<file path="src/rtl/regfile_wb_arbiter_if.sv">
// Writeback bus between the two writeback requesters, the reservation source,
// and the register-file write port / busy scoreboard.
interface regfile_wb_arbiter_if #(
    parameter int DATA_W  = 32,
    parameter int ADDR_W  = 5,
    parameter int REG_NUM = 32
);
    logic              a_valid;
    logic              a_ready;
    logic [ADDR_W-1:0] a_addr;
    logic [DATA_W-1:0] a_data;

    logic              b_valid;
    logic              b_ready;
    logic [ADDR_W-1:0] b_addr;
    logic [DATA_W-1:0] b_data;

    logic              rsv_valid;
    logic [ADDR_W-1:0] rsv_addr;

    logic               we;
    logic [ADDR_W-1:0]  waddr;
    logic [DATA_W-1:0]  wdata;
    logic [REG_NUM-1:0] busy;

    modport master (
        output a_valid, a_addr, a_data,
        output b_valid, b_addr, b_data,
        output rsv_valid, rsv_addr,
        input  a_ready, b_ready,
        input  we, waddr, wdata, busy
    );

    modport slave (
        input  a_valid, a_addr, a_data,
        input  b_valid, b_addr, b_data,
        input  rsv_valid, rsv_addr,
        output a_ready, b_ready,
        output we, waddr, wdata, busy
    );
endinterface

</file>
<file path="src/rtl/regfile_wb_arbiter.sv">
// Arbitrates the single register-file write port between pipeline commit (A)
// and the long-latency unit (B), and tracks registers reserved by B operations.
module regfile_wb_arbiter #(
    parameter int DATA_W       = 32,
    parameter int ADDR_W       = 5,
    parameter int REG_NUM      = 32,
    parameter int STARVE_LIMIT = 4
) (
    input logic                 clk,
    input logic                 rst,
    regfile_wb_arbiter_if.slave bus
);

    localparam logic [3:0] LIMIT = 4'(STARVE_LIMIT);

    logic               grant_a;
    logic               grant_b;
    logic               promote_b;
    logic [3:0]         starve_cnt;
    logic [REG_NUM-1:0] busy_q;
    logic [REG_NUM-1:0] busy_nxt;
    logic               we_q;
    logic [ADDR_W-1:0]  waddr_q;
    logic [DATA_W-1:0]  wdata_q;

    assign promote_b = (starve_cnt == LIMIT);

    // A wins by default; B takes the port when A is idle or B has been starved long enough.
    always_comb begin
        grant_a = 1'b0;
        grant_b = 1'b0;
        if (!rst) begin
            if (bus.b_valid && (promote_b || !bus.a_valid)) begin
                grant_b = 1'b1;
            end else if (bus.a_valid) begin
                grant_a = 1'b1;
            end
        end
    end

    assign bus.a_ready = grant_a;
    assign bus.b_ready = grant_b;

    // Set takes priority over clear so a re-reservation in the retiring cycle survives.
    always_comb begin
        busy_nxt = busy_q;
        for (int r = 1; r < REG_NUM; r++) begin
            if (grant_b && bus.b_addr == ADDR_W'(r)) begin
                busy_nxt[r] = 1'b0;
            end
            if (bus.rsv_valid && bus.rsv_addr == ADDR_W'(r)) begin
                busy_nxt[r] = 1'b1;
            end
        end
        busy_nxt[0] = 1'b0;
    end

    always_ff @(posedge clk) begin
        if (rst) begin
            we_q       <= 1'b0;
            waddr_q    <= '0;
            wdata_q    <= '0;
            busy_q     <= '0;
            starve_cnt <= '0;
        end else begin
            we_q <= 1'b0;
            // Writes to register 0 complete the handshake but never reach the regfile.
            if (grant_a && bus.a_addr != '0) begin
                we_q    <= 1'b1;
                waddr_q <= bus.a_addr;
                wdata_q <= bus.a_data;
            end else if (grant_b && bus.b_addr != '0) begin
                we_q    <= 1'b1;
                waddr_q <= bus.b_addr;
                wdata_q <= bus.b_data;
            end

            if (!bus.b_valid || grant_b) begin
                starve_cnt <= '0;
            end else if (starve_cnt != LIMIT) begin
                starve_cnt <= starve_cnt + 4'd1;
            end

            busy_q <= busy_nxt;
        end
    end

    assign bus.we    = we_q;
    assign bus.waddr = waddr_q;
    assign bus.wdata = wdata_q;
    assign bus.busy  = busy_q;

endmodule
</file>
<file path="src/flat_wrapper.sv">
// flat-port wrapper written by rule: the top's interface ports become plain ports
module regfile_wb_arbiter_flat 
#(
    parameter int DATA_W       = 32,
    parameter int ADDR_W       = 5,
    parameter int REG_NUM      = 32,
    parameter int STARVE_LIMIT = 4
)
  (clk, rst, bus_a_valid, bus_a_addr, bus_a_data, bus_b_valid, bus_b_addr, bus_b_data, bus_rsv_valid, bus_rsv_addr, bus_a_ready, bus_b_ready, bus_we, bus_waddr, bus_wdata, bus_busy);
  regfile_wb_arbiter_if #(.DATA_W(DATA_W), .ADDR_W(ADDR_W), .REG_NUM(REG_NUM)) bus_i ();
  input logic clk;
  input logic rst;
  input wire logic [$bits(bus_i.a_valid)-1:0] bus_a_valid;
  input wire logic [$bits(bus_i.a_addr)-1:0] bus_a_addr;
  input wire logic [$bits(bus_i.a_data)-1:0] bus_a_data;
  input wire logic [$bits(bus_i.b_valid)-1:0] bus_b_valid;
  input wire logic [$bits(bus_i.b_addr)-1:0] bus_b_addr;
  input wire logic [$bits(bus_i.b_data)-1:0] bus_b_data;
  input wire logic [$bits(bus_i.rsv_valid)-1:0] bus_rsv_valid;
  input wire logic [$bits(bus_i.rsv_addr)-1:0] bus_rsv_addr;
  output wire logic [$bits(bus_i.a_ready)-1:0] bus_a_ready;
  output wire logic [$bits(bus_i.b_ready)-1:0] bus_b_ready;
  output wire logic [$bits(bus_i.we)-1:0] bus_we;
  output wire logic [$bits(bus_i.waddr)-1:0] bus_waddr;
  output wire logic [$bits(bus_i.wdata)-1:0] bus_wdata;
  output wire logic [$bits(bus_i.busy)-1:0] bus_busy;
  assign bus_i.a_valid = bus_a_valid;
  assign bus_i.a_addr = bus_a_addr;
  assign bus_i.a_data = bus_a_data;
  assign bus_i.b_valid = bus_b_valid;
  assign bus_i.b_addr = bus_b_addr;
  assign bus_i.b_data = bus_b_data;
  assign bus_i.rsv_valid = bus_rsv_valid;
  assign bus_i.rsv_addr = bus_rsv_addr;
  assign bus_a_ready = bus_i.a_ready;
  assign bus_b_ready = bus_i.b_ready;
  assign bus_we = bus_i.we;
  assign bus_waddr = bus_i.waddr;
  assign bus_wdata = bus_i.wdata;
  assign bus_busy = bus_i.busy;
  regfile_wb_arbiter #(.DATA_W(DATA_W), .ADDR_W(ADDR_W), .REG_NUM(REG_NUM), .STARVE_LIMIT(STARVE_LIMIT)) u_core (.clk(clk), .rst(rst), .bus(bus_i));
endmodule
</file>
<file path="config.mk">
export PLATFORM = sky130hd
export DESIGN_NAME = regfile_wb_arbiter_flat
export DESIGN_NICKNAME = d
export VERILOG_FILES = /design/src/rtl/regfile_wb_arbiter_if.sv /design/src/rtl/regfile_wb_arbiter.sv /design/src/flat_wrapper.sv
export SDC_FILE = /design/constraint.sdc
export NUM_CORES = 1
export LEC_CHECK = 0
export ABC_AREA = 1
export CAP_MARGIN = 20
export CORE_MARGIN = 2
export CORE_UTILIZATION = 35
export DETAILED_ROUTE_END_ITERATION = 12
export PLACE_DENSITY = 0.67
export SYNTH_ARGS = -nofsm -noshare
export SYNTH_HDL_FRONTEND = slang
export SYNTH_SLANG_ARGS = --single-unit
</file>
<file path="constraint.sdc">
create_clock -name clk -period 2.2 [get_ports clk]
set_input_delay 0.22 -clock clk [delete_from_list [all_inputs] [get_ports clk]]
set_output_delay 0.22 -clock clk [all_outputs]
set_load 0.02 [all_outputs]
</file>
==> results.txt, run 1 <==
The flow ran to the end, and the final reports show no timing, DRC or antenna violations. For this run the aggregate overflow at the end of global routing stands at 0. The critical path is of the reg -> out type. In the post-synthesis netlist, the cell with the most instances is sky130_fd_sc_hd__nand2_1.

sky130_fd_sc_hd__dfxtp_1 takes more of the synthesized area than any other cell. The post-synth net total is 673. The post-synthesis adder-cell area fraction came out at 0.644%. Internal power comes to 0.00218 W. For the pin with the worst max-slew slack, the measured transition is 682 ps. The average wire length per cell after detail routing is 14.2 um. The async set or reset register ratio after synthesis is 0%. The die height came out at 109 um. In this run the count of I/O pins placed on the die edge is 156. The clock tree from TritonCTS is built.

The final-layout fill cell count came out at 1068. After clock tree synthesis, the clock-pin slew on the worst setup and hold paths is 90 ps. The number of core rows is 38. By area, the combinational part of the netlist is dominated by simple AND/OR/NAND/NOR gates. The number of flops mapped to enable cells by yosys came out at 0. The clock latency of the later-clocked register in the worst-skew pair came out at 340 ps.

The headroom to the max-slew limit is 54.5%. The root buffer cell chosen for the clock tree is sky130_fd_sc_hd__clkbuf_8. In the synthesized netlist, the cells that appear most often are sky130_fd_sc_hd__nand2_1 (126), sky130_fd_sc_hd__nor2_1 (89), sky130_fd_sc_hd__inv_1 (76), sky130_fd_sc_hd__dfxtp_1 (73), sky130_fd_sc_hd__a21oi_1 (53). The fraction of the core area covered by cells at the end of the flow came out at 52.8%. The first-pass GRT wire length is 19800 um.

Summed over all nets, the switching power comes to 0.000935 W. The met1 capacity usage during global routing came out at 27.4%. The detailed-route via count is 4344. The complex-gate fraction of the synthesized area came out at 9.21%. The setup slack after layout is 175 ps.

Across the run, the number of max-cap violations was 0. The largest net degree at the start of global routing is 64. The number of clock sinks came out at 73. The port buffer count came out at 154.

The combinational share of power came out at 22.0%. The post-detailed-route DRC marker count is 0. The final critical path time including I/O delays and setup is 2020 ps.

The netlist area before placement is 3880 um2. The switching portion of total power is 30.0%. Sorting the synthesized cells by area gives the leading types as sky130_fd_sc_hd__dfxtp_1 (38%), sky130_fd_sc_hd__nand2_1 (12%), sky130_fd_sc_hd__nor2_1 (8.6%), sky130_fd_sc_hd__inv_1 (7.3%), sky130_fd_sc_hd__a21oi_1 (6.8%). The clock power share came out at 32.9%.

The number of endpoints failing setup at the final stage is 0. The core box area is 10800 um2. The floorplan die width is 109 um. The gate count of the mapped netlist is 587. The total area of multi-input combinational cells came out at 1940 um2.

Dividing total power by cell area gives a power density of 544 nW/um2. The die area is 12000 um2. The post-route cell area is 5730 um2. The tightest min-delay check is of the in -> reg type.

The H-tree depth came out at 3. The met2 capacity usage during global routing came out at 34.8%. For this run, the number of Yosys warnings is 0. The number of antenna violations at the first check in global routing is 0.

The share of the Yosys chip area taken by registers is 37.6%. In the final design database the tool counted 819 nets. The nature of the critical path startpoint is a register. The endpoint type of the worst setup path is an output pin.

The worst-case vdd ir drop came out at 0.318 mV. For the worst setup path, the data arrival time is 1800 ps. The synthesized netlist devotes 39.9% of its cell area to simple gates. The clock passes through at most 2 buffers. Registers take 1460 um2. The number of clock buffers added by TritonCTS is 9.

The post-placement worst setup slack is 182 ps. The setup clock skew after layout came out at 13.3 ps. The met3 routing resource usage after global routing came out at 3.68%. The routed wire length is 12500 um.

In this run the cell area measured after placement is 5540 um2. The share of total power in sequential cells is 45.1%. In the synthesized netlist the dominant register cell turns out to be sky130_fd_sc_hd__dfxtp_1. The setup TNS after final layout is 0 ps. The fraction of synthesized area in multiplexers is 0%. The length of the first detailed-routing pass in iterations came out at 5. The number of antenna repair diodes is 0.

For this configuration, the core starts out at a cell density of 35.8%. The synthesis-stage register bit count is 73. Timing would allow up to 494 MHz. The max-slew violation count is 0. After Yosys synthesis, XOR and XNOR cells account for 0.226% of the synthesized area.

The post-synthesis cell type count came out at 26. The routed via count divided by cell count is 4.95. The post-synthesis to final-layout area growth came out at 47.5%. Setup repair after global routing left no endpoint under its margin. Of the post-synthesis cell area, the dominant cell type holds 37.6%.

After layout, the worst path uses 92.0% of the clock period. The violation count after the first detailed-routing iteration came out at 227. At the worst endpoint, the required time is 1980 ps. The sum of net half-perimeters after detailed placement came out at 8990 um. The number of global-route vias before repair came out at 4180. The reported leakage power came out at 2.31 nW. The remaining antenna violation count came out at 0. The routability-driven placement congestion ratio came out at 0.865. In the final layout, the share of cells above drive strength 1 is 8.94%. met2 is the most crowded layer.

Post-CTS timing repair inserted 0 buffers for setup. The number of endpoints with negative hold slack in the final report is 0. The largest fanout on the critical path came out at 6.

The total global routing track utilization is 20.8%. After synthesis, the mean cell area works out to 6.62 um2.
-- per-layer routing --
| layer | up-vias | part of all wire, % |
|---|---|---|
| met3 | 13 | 7.6 |
| met2 | 153 | 47 |
| met4 | 0 | 1.4 |
| met1 | 2016 | 44 |
| li1 | 2162 | - |
| met5 | - | 0 |
-- state kept, by name, summed over array words and instances (netlist names) --
register           flops
u_core.bus.wdata      32
u_core.bus.busy       31
u_core.bus.waddr       5
u_core.starve_cnt      4
u_core.bus.we          1
-- layout by cell type (no fill, tap or decap), types with 2 or more instances in the layout --
master,count
sky130_fd_sc_hd__inv_6,2
sky130_fd_sc_hd__ha_1,2
sky130_fd_sc_hd__buf_4,15
sky130_fd_sc_hd__nand2_2,3
sky130_fd_sc_hd__dlygate4sd2_1,2
sky130_fd_sc_hd__nand4_1,37
sky130_fd_sc_hd__inv_2,2
sky130_fd_sc_hd__clkinvlp_4,2
sky130_fd_sc_hd__nand3_2,21
sky130_fd_sc_hd__inv_1,76
sky130_fd_sc_hd__clkbuf_8,11
sky130_fd_sc_hd__nor2_1,89
sky130_fd_sc_hd__nand3_1,43
sky130_fd_sc_hd__or2_2,3
sky130_fd_sc_hd__dfxtp_1,73
sky130_fd_sc_hd__o21ai_0,17
sky130_fd_sc_hd__a21oi_1,53
sky130_fd_sc_hd__nand2_1,126
sky130_fd_sc_hd__clkdlybuf4s50_1,151
sky130_fd_sc_hd__nor2_4,2
-- critical path, cell delays in order, from the launching register on --
cell	delay, ps
sky130_fd_sc_hd__dfxtp_1	350
sky130_fd_sc_hd__inv_1	70
sky130_fd_sc_hd__ha_1	230
sky130_fd_sc_hd__nand3_2	120
sky130_fd_sc_hd__nand2_2	170
sky130_fd_sc_hd__nand2_2	130
sky130_fd_sc_hd__inv_1	70
sky130_fd_sc_hd__dlygate4sd2_1	330
-- final timing paths --
check	start	to	slack, ps	cells after the start
worst max-delay path	u_core.starve_cnt[0]	bus_b_ready	180	7
worst min-delay path	rst	u_core.bus.wdata[27]	160	2
worst max register to register	u_core.starve_cnt[0]	u_core.bus.wdata[23]	340	8
worst min register to register	u_core.bus.busy[18]	u_core.bus.busy[18]	470	2
-- final cells by class --
class | instances | area share (%)
clock buffer | 11 | 2.64
sequential | 73 | 25.5
timing repair buffer | 170 | 29.1
multi-input combinational | 401 | 33.9
tap | 140 | 3.06
inverter | 78 | 5.11
clock inverter | 5 | 0.655
-- power groups by stage --
stage | registers, W | clock network (W) | logic (W)
6_report | 0.00141 | 0.00102 | 0.000685
5_1_grt | 0.00141 | 0.00110 | 0.000747
4_1_cts | 0.00141 | 0.00105 | 0.000687
3_5_place_dp | 0.00144 | 0 | 0.000684
3_3_place_gp | 0.00144 | 0 | 0.000677
2_1_floorplan | 0.00150 | 0 | 0.000282
-- stage by stage --
stage / instances / hold WS, ps / total power, W
after floorplan: 587 / 421 / 0.00178
after global placement: 862 / 446 / 0.00211
after detailed placement: 862 / 449 / 0.00212
after CTS: 878 / 156 / 0.00315
after global routing: 878 / 176 / 0.00326
final: 878 / 162 / 0.00312
-- repair_timing --
| action | CTS | global route |
|---|---|---|
| hold buffers | 0 | 0 |
| gates resized for setup | 2 | 0 |
| setup endpoints to repair | 2 | 0 |
| hold endpoints to repair | 0 | 0 |
-- logic make-up after synthesis --
logic type / count (synthesis)
AND/OR/NAND/NOR: 326
buffers and inverters: 113
flip-flops: 73
AO/OA/AOI/OAI: 71
adder cells (fa/ha/maj): 2
XOR/XNOR: 1
other: 1
Note: power is estimated with default switching activity, not from simulation.
==> run 2: changes to the inputs <==
clock period = 2.05 ns   (was 2.2 ns; I/O delays follow)
==> run 2 against run 1 <==
Sequential cell count stayed put. Combinational power rose by 8.0%. Sequential power rose by 7%. Cell count grew 0.34%. Count of clock-buffer cells in the layout fell by 2. First-iteration DRC count rose by 48%. Largest cell class unchanged. Critical path depth shrank 1. Power increased by 14%. Highest routed layer unchanged. Utilization is 0.69 points higher.
==> results.txt, run 2 (synthesis gave the netlist of run 1 again) <==
The largest net degree at the start of global routing is 58 (-9.4%). CTS placed an instance of sky130_fd_sc_hd__clkbuf_8 at the clock tree root. The die height came to 109 um (unchanged). The H-tree depth is 3 (unchanged). The maximum clock insertion buffer count came to 2 (unchanged). The power per cell area is 610 nW/um2 (+12%). The total global routing track utilization was 20.8% (+0.060 points).

The endpoint type of the worst setup path is an output pin. The number of clock sinks came out at 73 (unchanged). The layer flagged by global routing as most heavily used is met2. The arrival time at the worst endpoint is 1740 ps (-60 ps). The number of core rows came out at 38 (unchanged). The final critical path time including I/O delays and setup is 1940 ps. The largest fanout on the critical path came out at 4 (-2). The sum of net half-perimeters after detailed placement came out at 9000 um (about the same). The number of clock buffers inserted by TritonCTS is 9 (unchanged). The number of global-route vias before repair is 4187 (+0.17%). The boundary pin count came out at 156 (unchanged). The post-detailed-route DRC marker count was 0 (unchanged). The number of endpoints failing setup at the final stage was 0 (unchanged).

The number of endpoints with negative hold slack in the final report is 0 (unchanged). The max-slew violation count came out at 0 (unchanged). The detailed-route via count is 4286 (-1.3%). The quantity of hold-fixing buffers added after cts is 0 (unchanged). The worst-case vdd ir drop was 0.355 mV (+12%).

The met1 capacity usage during global routing came out at 26.5% (-0.89 points). TritonCTS built the clock tree. The path type of the worst min-delay path is in -> reg. The required time of the critical path is 1850 ps (-130 ps).

The fraction of final layout cells sized beyond drive strength 1 came out at 9.31% (+0.37 points). The headroom to the max-slew limit is 60.2% (+5.6 points). The reported leakage power came to 2.35 nW (+1.8%). Setup repair after global routing left no endpoint under its margin. The routability-driven placement congestion ratio came out at 0.867 (+0.22%). The routed via count divided by cell count is 4.86 (-1.7%). The met2 capacity usage during global routing was 35.6% (+0.79 points). The violation count after the first detailed-routing iteration came out at 337 (+48%). The number of antenna violations at the first check in global routing came out at 0 (unchanged). The length of the first detailed-routing pass in iterations is 5 (unchanged). The starting utilization of the core area came to 35.8% (unchanged).

The run finished with clean final reports. The met3 routing resource usage after global routing is 3.91% (+0.24 points). The layout net count is 822 (+0.37%). The worst hold-check slack is 218 ps (+56.0 ps). Relative to the synthesized area, the layout overhead comes to 49.4%.

The die area is 12000 um2 (unchanged). The floorplan die width was 109 um (unchanged). The portion of the clock cycle consumed by the worst path in the final layout is 94.7%. The library cells used most frequently in the layout, excluding fill and tap cells, are sky130_fd_sc_hd__clkdlybuf4s50_1 (151), sky130_fd_sc_hd__nand2_1 (126), sky130_fd_sc_hd__nor2_1 (89), sky130_fd_sc_hd__inv_1 (76), sky130_fd_sc_hd__dfxtp_1 (73). The number of antenna repair diodes came out at 0 (unchanged). The slew at the pin closest to its max-slew limit is 598 ps (-84.2 ps). Leaving out fill and tap cells, the most frequent cell in the layout is sky130_fd_sc_hd__clkdlybuf4s50_1. The port buffer count is 154 (unchanged). The setup slack of the worst register-to-register path came to 260 ps (-80 ps). The setup TNS after final layout came out at 0 ps (unchanged). The clock transition at the registers of the reported paths is 90 ps (about the same).

STA classifies the critical path startpoint as a register. The post-placement worst setup slack is 155 ps (-27.2 ps). The remaining antenna violation count was 0 (unchanged).

The number of maximum-capacitance violations is 0 (unchanged). The clock latency of the later-clocked register in the worst-skew pair is 340 ps (about the same). The sum of overflow across all layers after global routing is 0 (unchanged). Timing would allow up to 515 MHz. The setup clock skew after layout is 8.88 ps (-4.45 ps). The setup slack after layout was 109 ps (-65.8 ps). The first-pass GRT wire length is 19800 um (-0.11%). The average wire length per cell after detail routing is 14.2 um (about the same). The core box area came out at 10800 um2 (unchanged).

The critical setup path kind is reg -> out. The flip-flop count of the largest register after layout was 32 (unchanged). The routed wire length is 12500 um (+0.30%).
## run 2: worst paths after layout
| check | from | end | depth (start not counted) |
|---|---|---|---|
| max | u_core.starve_cnt[0] | bus_a_ready | 6 |
| min reg2reg | u_core.bus.busy[29] | u_core.bus.busy[29] | 2 |
| max reg2reg | u_core.starve_cnt[0] | u_core.bus.waddr[2] | 11 |
| min | rst | u_core.bus.wdata[18] | 2 |
## run 2: report_power, final
part / total, W / internal [W] / switching [W]
Sequential: 0.00151 / 0.00148 / 0.0000326
Combinational: 0.000740 / 0.000356 / 0.000384
Clock: 0.00129 / 0.000698 / 0.000592
## run 2: cell type report
| class | count | area, um2 |
|---|---|---|
| Clock buffer | 9 | 124 |
| Clock inverter | 7 | 101 |
| Fill cell | 1034 | 5040 |
| Inverter | 78 | 293 |
| Multi-Input combinational cell | 401 | 1940 |
| Sequential cell | 73 | 1460 |
| Tap cell | 140 | 175 |
| Timing Repair Buffer | 173 | 1710 |
## run 2: repair_timing
item	CTS	global route
hold endpoints to repair	0	0
setup buffers	0	0
resized for setup	2	1
setup endpoints to repair	2	1
## run 2: per-layer routing
layer	wire length [um]	vias to the layer above	part of all wire, %
met5	0	-	0
met4	93	0	0.74
met3	922	9	7.4
met2	6130	155	49
met1	5380	1953	43
li1	-	2169	-
## run 2: worst max-delay path, stage by stage (launching register included)
cell,delay [ps]
sky130_fd_sc_hd__dfxtp_1,390
sky130_fd_sc_hd__inv_1,60
sky130_fd_sc_hd__ha_1,250
sky130_fd_sc_hd__nand4_1,210
sky130_fd_sc_hd__nand2_1,90
sky130_fd_sc_hd__inv_2,60
sky130_fd_sc_hd__dlygate4sd2_1,330
## run 2: stage by stage
step / cell area, um2 / cells / utilization, % / power, W
floorplan: 3880 / 587 / - / 0.00191
global placement: 5580 / 865 / 51.4 / 0.00227
detailed placement: 5580 / 865 / 51.4 / 0.00228
CTS: 5800 / 881 / 53.5 / 0.00358
global route: 5800 / 881 / 53.5 / 0.00372
finish: 5800 / 881 / 53.5 / 0.00354
